--- src/rtl/mult_fi_pkg.sv ---
// Shared types and helpers for the fault-injectable
// sequential shift-add multiplier.
package mult_fi_pkg;

   typedef enum logic [1:0] {
      S_IDLE = 2'd0,
      S_RUN  = 2'd1,
      S_DONE = 2'd2
   } state_t;

   localparam int FS_ACC_LSB = 0;

   function automatic int fs_sum_lsb(input int w);
      return 2 * w;
   endfunction

   function automatic logic apply_fault(
      input logic net,
      input logic places,
      input logic control
   );
      return (net & ~places) | (control & places);
   endfunction

endpackage

--- src/rtl/mult_seq_fi_if.sv ---
// Start/busy/done handshake and operand/result bus
// for the sequential fault-injectable multiplier.
interface mult_seq_fi_if #(
   parameter int WIDTH = 5
);
   logic                 start;
   logic [WIDTH-1:0]     A;
   logic [WIDTH-1:0]     B;
   logic                 busy;
   logic                 done;
   logic [2*WIDTH-1:0]   out;
   logic                 mismatch;

   modport master (
      output start, A, B,
      input  busy, done, out, mismatch
   );

   modport slave (
      input  start, A, B,
      output busy, done, out, mismatch
   );
endinterface

--- src/rtl/mult_seq_fi_fault_mux.sv ---
// Per-bit stuck-at override of an internal net:
// enabled sites are forced to their control value.
module fault_mux
   import mult_fi_pkg::*;
#(
   parameter int N = 8
) (
   input  logic [N-1:0] net,
   input  logic [N-1:0] places,
   input  logic [N-1:0] control,
   output logic [N-1:0] y
);

   always_comb begin
      y = '0;
      for (int i = 0; i < N; i++) begin
         y[i] = apply_fault(net[i], places[i], control[i]);
      end
   end

endmodule

--- src/rtl/mult_seq_fi.sv ---
// Sequential shift-add unsigned multiplier with stuck-at
// fault sites on the accumulator and adder, plus golden check.
module mult_seq_fi
   import mult_fi_pkg::*;
#(
   parameter  int WIDTH = 5,
   localparam int NF    = 3 * WIDTH + 1
) (
   input  logic          clk,
   input  logic          rst_n,
   input  logic [NF-1:0] fault_places,
   input  logic [NF-1:0] fault_control,
   mult_seq_fi_if.slave  bus
);

   localparam int W2     = 2 * WIDTH;
   localparam int CW     = $clog2(WIDTH);
   localparam int FS_SUM = fs_sum_lsb(WIDTH);
   localparam logic [CW-1:0] LAST = CW'(WIDTH - 1);

   state_t          state_q, state_d;
   logic [CW-1:0]   cnt_q, cnt_d;
   logic [WIDTH-1:0] a_q, a_d;
   logic [W2-1:0]   acc_q, acc_d;
   logic [W2-1:0]   gold_q, gold_d;
   logic [W2-1:0]   out_q, out_d;
   logic            mis_q, mis_d;

   logic [W2-1:0]   acc_f;
   logic [WIDTH:0]  sum_raw, sum_f;
   logic [W2-1:0]   step;
   logic            is_run, accept;

   fault_mux #(.N(W2)) u_acc_fm (
      .net     (acc_q),
      .places  (fault_places[FS_ACC_LSB +: W2]),
      .control (fault_control[FS_ACC_LSB +: W2]),
      .y       (acc_f)
   );

   fault_mux #(.N(WIDTH + 1)) u_sum_fm (
      .net     (sum_raw),
      .places  (fault_places[FS_SUM +: WIDTH + 1]),
      .control (fault_control[FS_SUM +: WIDTH + 1]),
      .y       (sum_f)
   );

   // Carry lands in sum[WIDTH]; shift right one per step.
   always_comb begin
      sum_raw = {1'b0, acc_f[W2-1:WIDTH]}
              + (acc_f[0] ? {1'b0, a_q} : '0);
      step    = {sum_f, acc_f[WIDTH-1:1]};
   end

   assign is_run = (state_q == S_RUN);
   assign accept = bus.start && !is_run;

   always_comb begin
      state_d = state_q;
      cnt_d   = cnt_q;
      a_d     = a_q;
      acc_d   = acc_q;
      gold_d  = gold_q;
      out_d   = out_q;
      mis_d   = mis_q;
      unique case (1'b1)
         accept: begin
            state_d = S_RUN;
            cnt_d   = '0;
            a_d     = bus.A;
            acc_d   = {{WIDTH{1'b0}}, bus.B};
            gold_d  = W2'(bus.A) * W2'(bus.B);
         end
         is_run: begin
            acc_d = step;
            cnt_d = cnt_q + 1'b1;
            if (cnt_q == LAST) begin
               state_d = S_DONE;
               out_d   = step;
               mis_d   = (step != gold_q);
            end
         end
         default: begin
            if (state_q == S_DONE) state_d = S_IDLE;
         end
      endcase
   end

   always_ff @(posedge clk) begin
      if (!rst_n) begin
         state_q <= S_IDLE;
         cnt_q   <= '0;
         a_q     <= '0;
         acc_q   <= '0;
         gold_q  <= '0;
         out_q   <= '0;
         mis_q   <= 1'b0;
      end else begin
         state_q <= state_d;
         cnt_q   <= cnt_d;
         a_q     <= a_d;
         acc_q   <= acc_d;
         gold_q  <= gold_d;
         out_q   <= out_d;
         mis_q   <= mis_d;
      end
   end

   assign bus.busy     = is_run;
   assign bus.done     = (state_q == S_DONE);
   assign bus.out      = out_q;
   assign bus.mismatch = mis_q;

endmodule

--- src/flat_wrapper.sv ---
// flat-port wrapper written by rule: the top's interface ports become plain ports
module mult_seq_fi_flat import mult_fi_pkg::*;
#(
   parameter  int WIDTH = 5,
   localparam int NF    = 3 * WIDTH + 1
)
  (clk, rst_n, fault_places, fault_control, bus_start, bus_A, bus_B, bus_busy, bus_done, bus_out, bus_mismatch);
  mult_seq_fi_if #(.WIDTH(WIDTH)) bus_i ();
  input  logic clk;
  input  logic rst_n;
  input  logic [NF-1:0] fault_places;
  input  logic [NF-1:0] fault_control;
  input wire logic [$bits(bus_i.start)-1:0] bus_start;
  input wire logic [$bits(bus_i.A)-1:0] bus_A;
  input wire logic [$bits(bus_i.B)-1:0] bus_B;
  output wire logic [$bits(bus_i.busy)-1:0] bus_busy;
  output wire logic [$bits(bus_i.done)-1:0] bus_done;
  output wire logic [$bits(bus_i.out)-1:0] bus_out;
  output wire logic [$bits(bus_i.mismatch)-1:0] bus_mismatch;
  assign bus_i.start = bus_start;
  assign bus_i.A = bus_A;
  assign bus_i.B = bus_B;
  assign bus_busy = bus_i.busy;
  assign bus_done = bus_i.done;
  assign bus_out = bus_i.out;
  assign bus_mismatch = bus_i.mismatch;
  mult_seq_fi #(.WIDTH(WIDTH)) u_core (.clk(clk), .rst_n(rst_n), .fault_places(fault_places), .fault_control(fault_control), .bus(bus_i));
endmodule
--- config.mk ---
export PLATFORM = sky130hd
export DESIGN_NAME = mult_seq_fi_flat
export DESIGN_NICKNAME = d
export VERILOG_FILES = /design/src/rtl/mult_fi_pkg.sv /design/src/rtl/mult_seq_fi_if.sv /design/src/rtl/mult_seq_fi_fault_mux.sv /design/src/rtl/mult_seq_fi.sv /design/src/flat_wrapper.sv
export SDC_FILE = /design/constraint.sdc
export NUM_CORES = 1
export LEC_CHECK = 0
export ABC_AREA = 1
export CAP_MARGIN = 40
export CORE_UTILIZATION = 25
export CTS_BUF_LIST = sky130_fd_sc_hd__clkbuf_4
export DETAILED_ROUTE_END_ITERATION = 8
export GPL_ROUTABILITY_DRIVEN = 0
export PLACE_DENSITY = 0.44
export SYNTH_ARGS = -nofsm -noshare
export SYNTH_HDL_FRONTEND = slang
export SYNTH_SLANG_ARGS = --single-unit
--- constraint.sdc ---
create_clock -name clk -period 4.2 [get_ports clk]
set_clock_uncertainty 0.05 [all_clocks]
set_input_delay 1.26 -clock clk [delete_from_list [all_inputs] [get_ports clk]]
set_output_delay 1.26 -clock clk [all_outputs]
set_load 0.02 [all_outputs]
==> impl_metrics.yaml, run 1 <==
power_and_ir_drop:
  power_uw: 975
  peakVddDrop_v: 0.0000980
  powerDensity_nw_per_um2: 252
  p_leak_uw: 0.00193
drt:
  drt-vias-per-instance: 4.26
  ant_nets: 0
  first_iter_violations: 76
  drc: 0
  first_pass_iters: 4
  vias: 2715
  wl_per_cell_um: 12.0
  routed_wl_um: 7660
sta:
  slew_headroom: 0.569
  rsz0062_at_grt: "no"
  worst_pin_slew_ns: 0.645
  holdWs_ns: 0.424
  period_minus_slack_ns: 4.06
  layout_setup_ws_ns: 0.137
  hold_viol: 0
  fin_crit_sh: 0.967
  setup_viol: 0
  max_freq_mhz: 246
  maxSlewViolCount: 0
logic_synthesis:
  synth_seq_area_share: 0.283
  synth_edf_count: 0
  synth_cell_types: 32
  syn_area_per_cell_um2: 6.92
  async_reset_ff_frac: 0
  mappedNetlistArea_um2: 2900
  ys_ff_latch: 41
  syn_inst: 419
  synth_nets: 499
  yosys_most_used_dff: "dfxtp_1"
  yosysWarnings: 0
worst_setup_path:
  cp-end-kind: "flip-flop"
  crit_path_max_fanout: 4
  rr_worst_depth: 15
  worst-endpoint-required_ns: 4.40
  worstPathArrival_ns: 4.26
  crit_type: "in -> reg"
  worstSetupStartpointType: "input port"
die:
  die_w_um: 110
  die_y_um: 110
  num_rows: 38
  io_pins: 58
  initial_core_util: 0.262
  die_area_um2: 12000
  core_area_um2: 11100
clock_network:
  htreeDepth: 2
  cts_buffers: 5
  clock_latency_ns: 0.35
  cts_hold_buffers: 0
  root_buffer: "clkbuf_4"
  cts.sinks: 41
  clk_pin_slew_ns: 0.12
  clockBufferDepth: 2
  cts_tree: "built"
run_status:
  status: "complete, no violations"
placed_design:
  dp_hpwl_um: 6280
  post-place-ws_ns: -0.528
  portBuffers: 57
global_route:
  grt_use_met2: 0.225
  grt-ovfl-total: 0
  grt_max_degree: 19
  busiest_layer: "met2"
  grt_pass1_vias: 2598
  grt_pass1_wl_um: 12400
  use_met3: 0.0190
  antenna_found_initial: 0
  met1_usage: 0.184
  grt_usage: 0.135
final_layout:
  n_antenna_cell: 0
  final_nets: 577
  fillers: 1217
  syn2layout_area_growth_pct: 33.6
  drive_gt1_frac: 0.116
hold_path:
  worstHoldPathType: "reg -> reg"
  hold_depth: 2
job:
  maxCapViolCount: 0
==> cell usage in the layout, fill, tap and decap left out, drive strengths merged, types with 5 or more instances in the layout <==
master	count
nor2	32
a21oi	22
clkdlybuf4s50	52
o21ai	27
mux2	5
clkbuf	5
o22ai	8
buf	19
nand3	20
fa	10
ha	25
inv	87
dfxtp	41
nand2	119
==> through the flow <==
stage | util | TNS [ns] | instances | instance area (um^2)
floorplan | - | 0 | 419 | 2900
global placement | 0.338 | -1.98 | 629 | 3750
detailed placement | 0.338 | -2.07 | 629 | 3750
CTS | 0.345 | 0 | 638 | 3820
global route | 0.350 | 0 | 638 | 3880
finish | 0.350 | 0 | 638 | 3880
==> worst max-delay path, cell delays in order <==
cell	delay [ns]
clkdlybuf4s50_1	0.47
nand2_1	0.07
fa_1	0.45
fa_1	0.49
fa_1	0.51
inv_1	0.06
ha_4	0.29
nand3b_1	0.08
nand2_1	0.09
nand2_1	0.07
nand2_1	0.07
a21oi_2	0.05
xnor2_1	0.13
o21ai_1	0.12
inv_1	0.05
==> metal layers <==
layer	share of wire	up-vias
met5	0	-
met4	0.0094	0
met3	0.042	7
met2	0.44	54
met1	0.51	1193
li1	-	1461
==> sequential cells by signal (all words and copies together) (netlist names) <==
register             flops
u_core.state_q           2
u_core.bus.mismatch      1
u_core.a_q               5
u_core.gold_q           10
u_core.acc_q            10
u_core.bus.out          10
u_core.cnt_q             3
==> power breakdown <==
group          switching, uW  internal, uW  total (uW)
clock                    129          60.7         190
sequential              10.4           411         422
combinational            188           176         363
==> final timing paths <==
kind                                 startpoint             endpoint  slack (ns)
worst min-delay path            u_core.acc_q[8]      u_core.acc_q[8]        0.42
worst max-delay path                   bus_B[4]     u_core.gold_q[8]        0.14
worst max register to register  u_core.acc_q[0]  u_core.bus.mismatch        1.73
worst min register to register  u_core.acc_q[8]      u_core.acc_q[8]        0.42
==> logic make-up after synthesis <==
logic type	after synthesis	share of synthesized area
adders and majority gates	35	0.177
DFF	41	0.283
and+or+nand+nor	181	0.267
buffers and inverters	92	0.126
xor gates and xnor gates	3	0.00906
muxes	5	0.0194
AOI/OAI and AO/OA	62	0.119
==> final cells by class <==
type | count | area, um^2 | share of cell area
Inverter | 87 | 332 | 0.0855
Clock inverter | 3 | 12.5 | 0.00323
Timing Repair Buffer | 76 | 722 | 0.186
Sequential cell | 41 | 821 | 0.212
Clock buffer | 5 | 37.5 | 0.00968
Multi-Input combinational cell | 286 | 1780 | 0.458
Tap cell | 140 | 175 | 0.0452
==> Yosys cell counts, drive strengths merged (4+ instances only) <==
master | n | area [um^2]
nand4 | 4 | 25.0
ha | 25 | 313
or2 | 4 | 25.0
o22ai | 8 | 50.1
a21oi | 22 | 118
fa | 10 | 200
nor2 | 32 | 138
inv | 87 | 332
o21ai | 27 | 135
nand3 | 20 | 113
mux2 | 5 | 56.3
nand2 | 119 | 459
dfxtp | 41 | 821
==> timing repair <==
action,4_1_cts,5_1_grt
pin swaps,5,10
gates resized for setup,3,13
setup endpoints to repair,3,3
setup buffers,1,0
cloned,0,0
Note: power is estimated with default switching activity, not from simulation.
==> run 2: changes to the inputs <==
--- a/config.mk
+++ b/config.mk
@@ -6,6 +6,7 @@
 export NUM_CORES = 1
 export LEC_CHECK = 0
 export ABC_AREA = 1
+export ABC_CLOCK_PERIOD_IN_PS = 4200
 export CAP_MARGIN = 40
 export CORE_UTILIZATION = 25
 export CTS_BUF_LIST = sky130_fd_sc_hd__clkbuf_4
==> constraint.sdc (replaced) <==
create_clock -name clk -period 4.2 [get_ports clk]
set_clock_uncertainty 0.05 [all_clocks]
set_input_delay 1.26 -clock clk [delete_from_list [all_inputs] [get_ports clk]]
set_output_delay 1.26 -clock clk [all_outputs]
set_load 0.01 [all_outputs]
==> results of run 2 <==
The final DEF is identical to that of run 1. Status: complete, no violations.
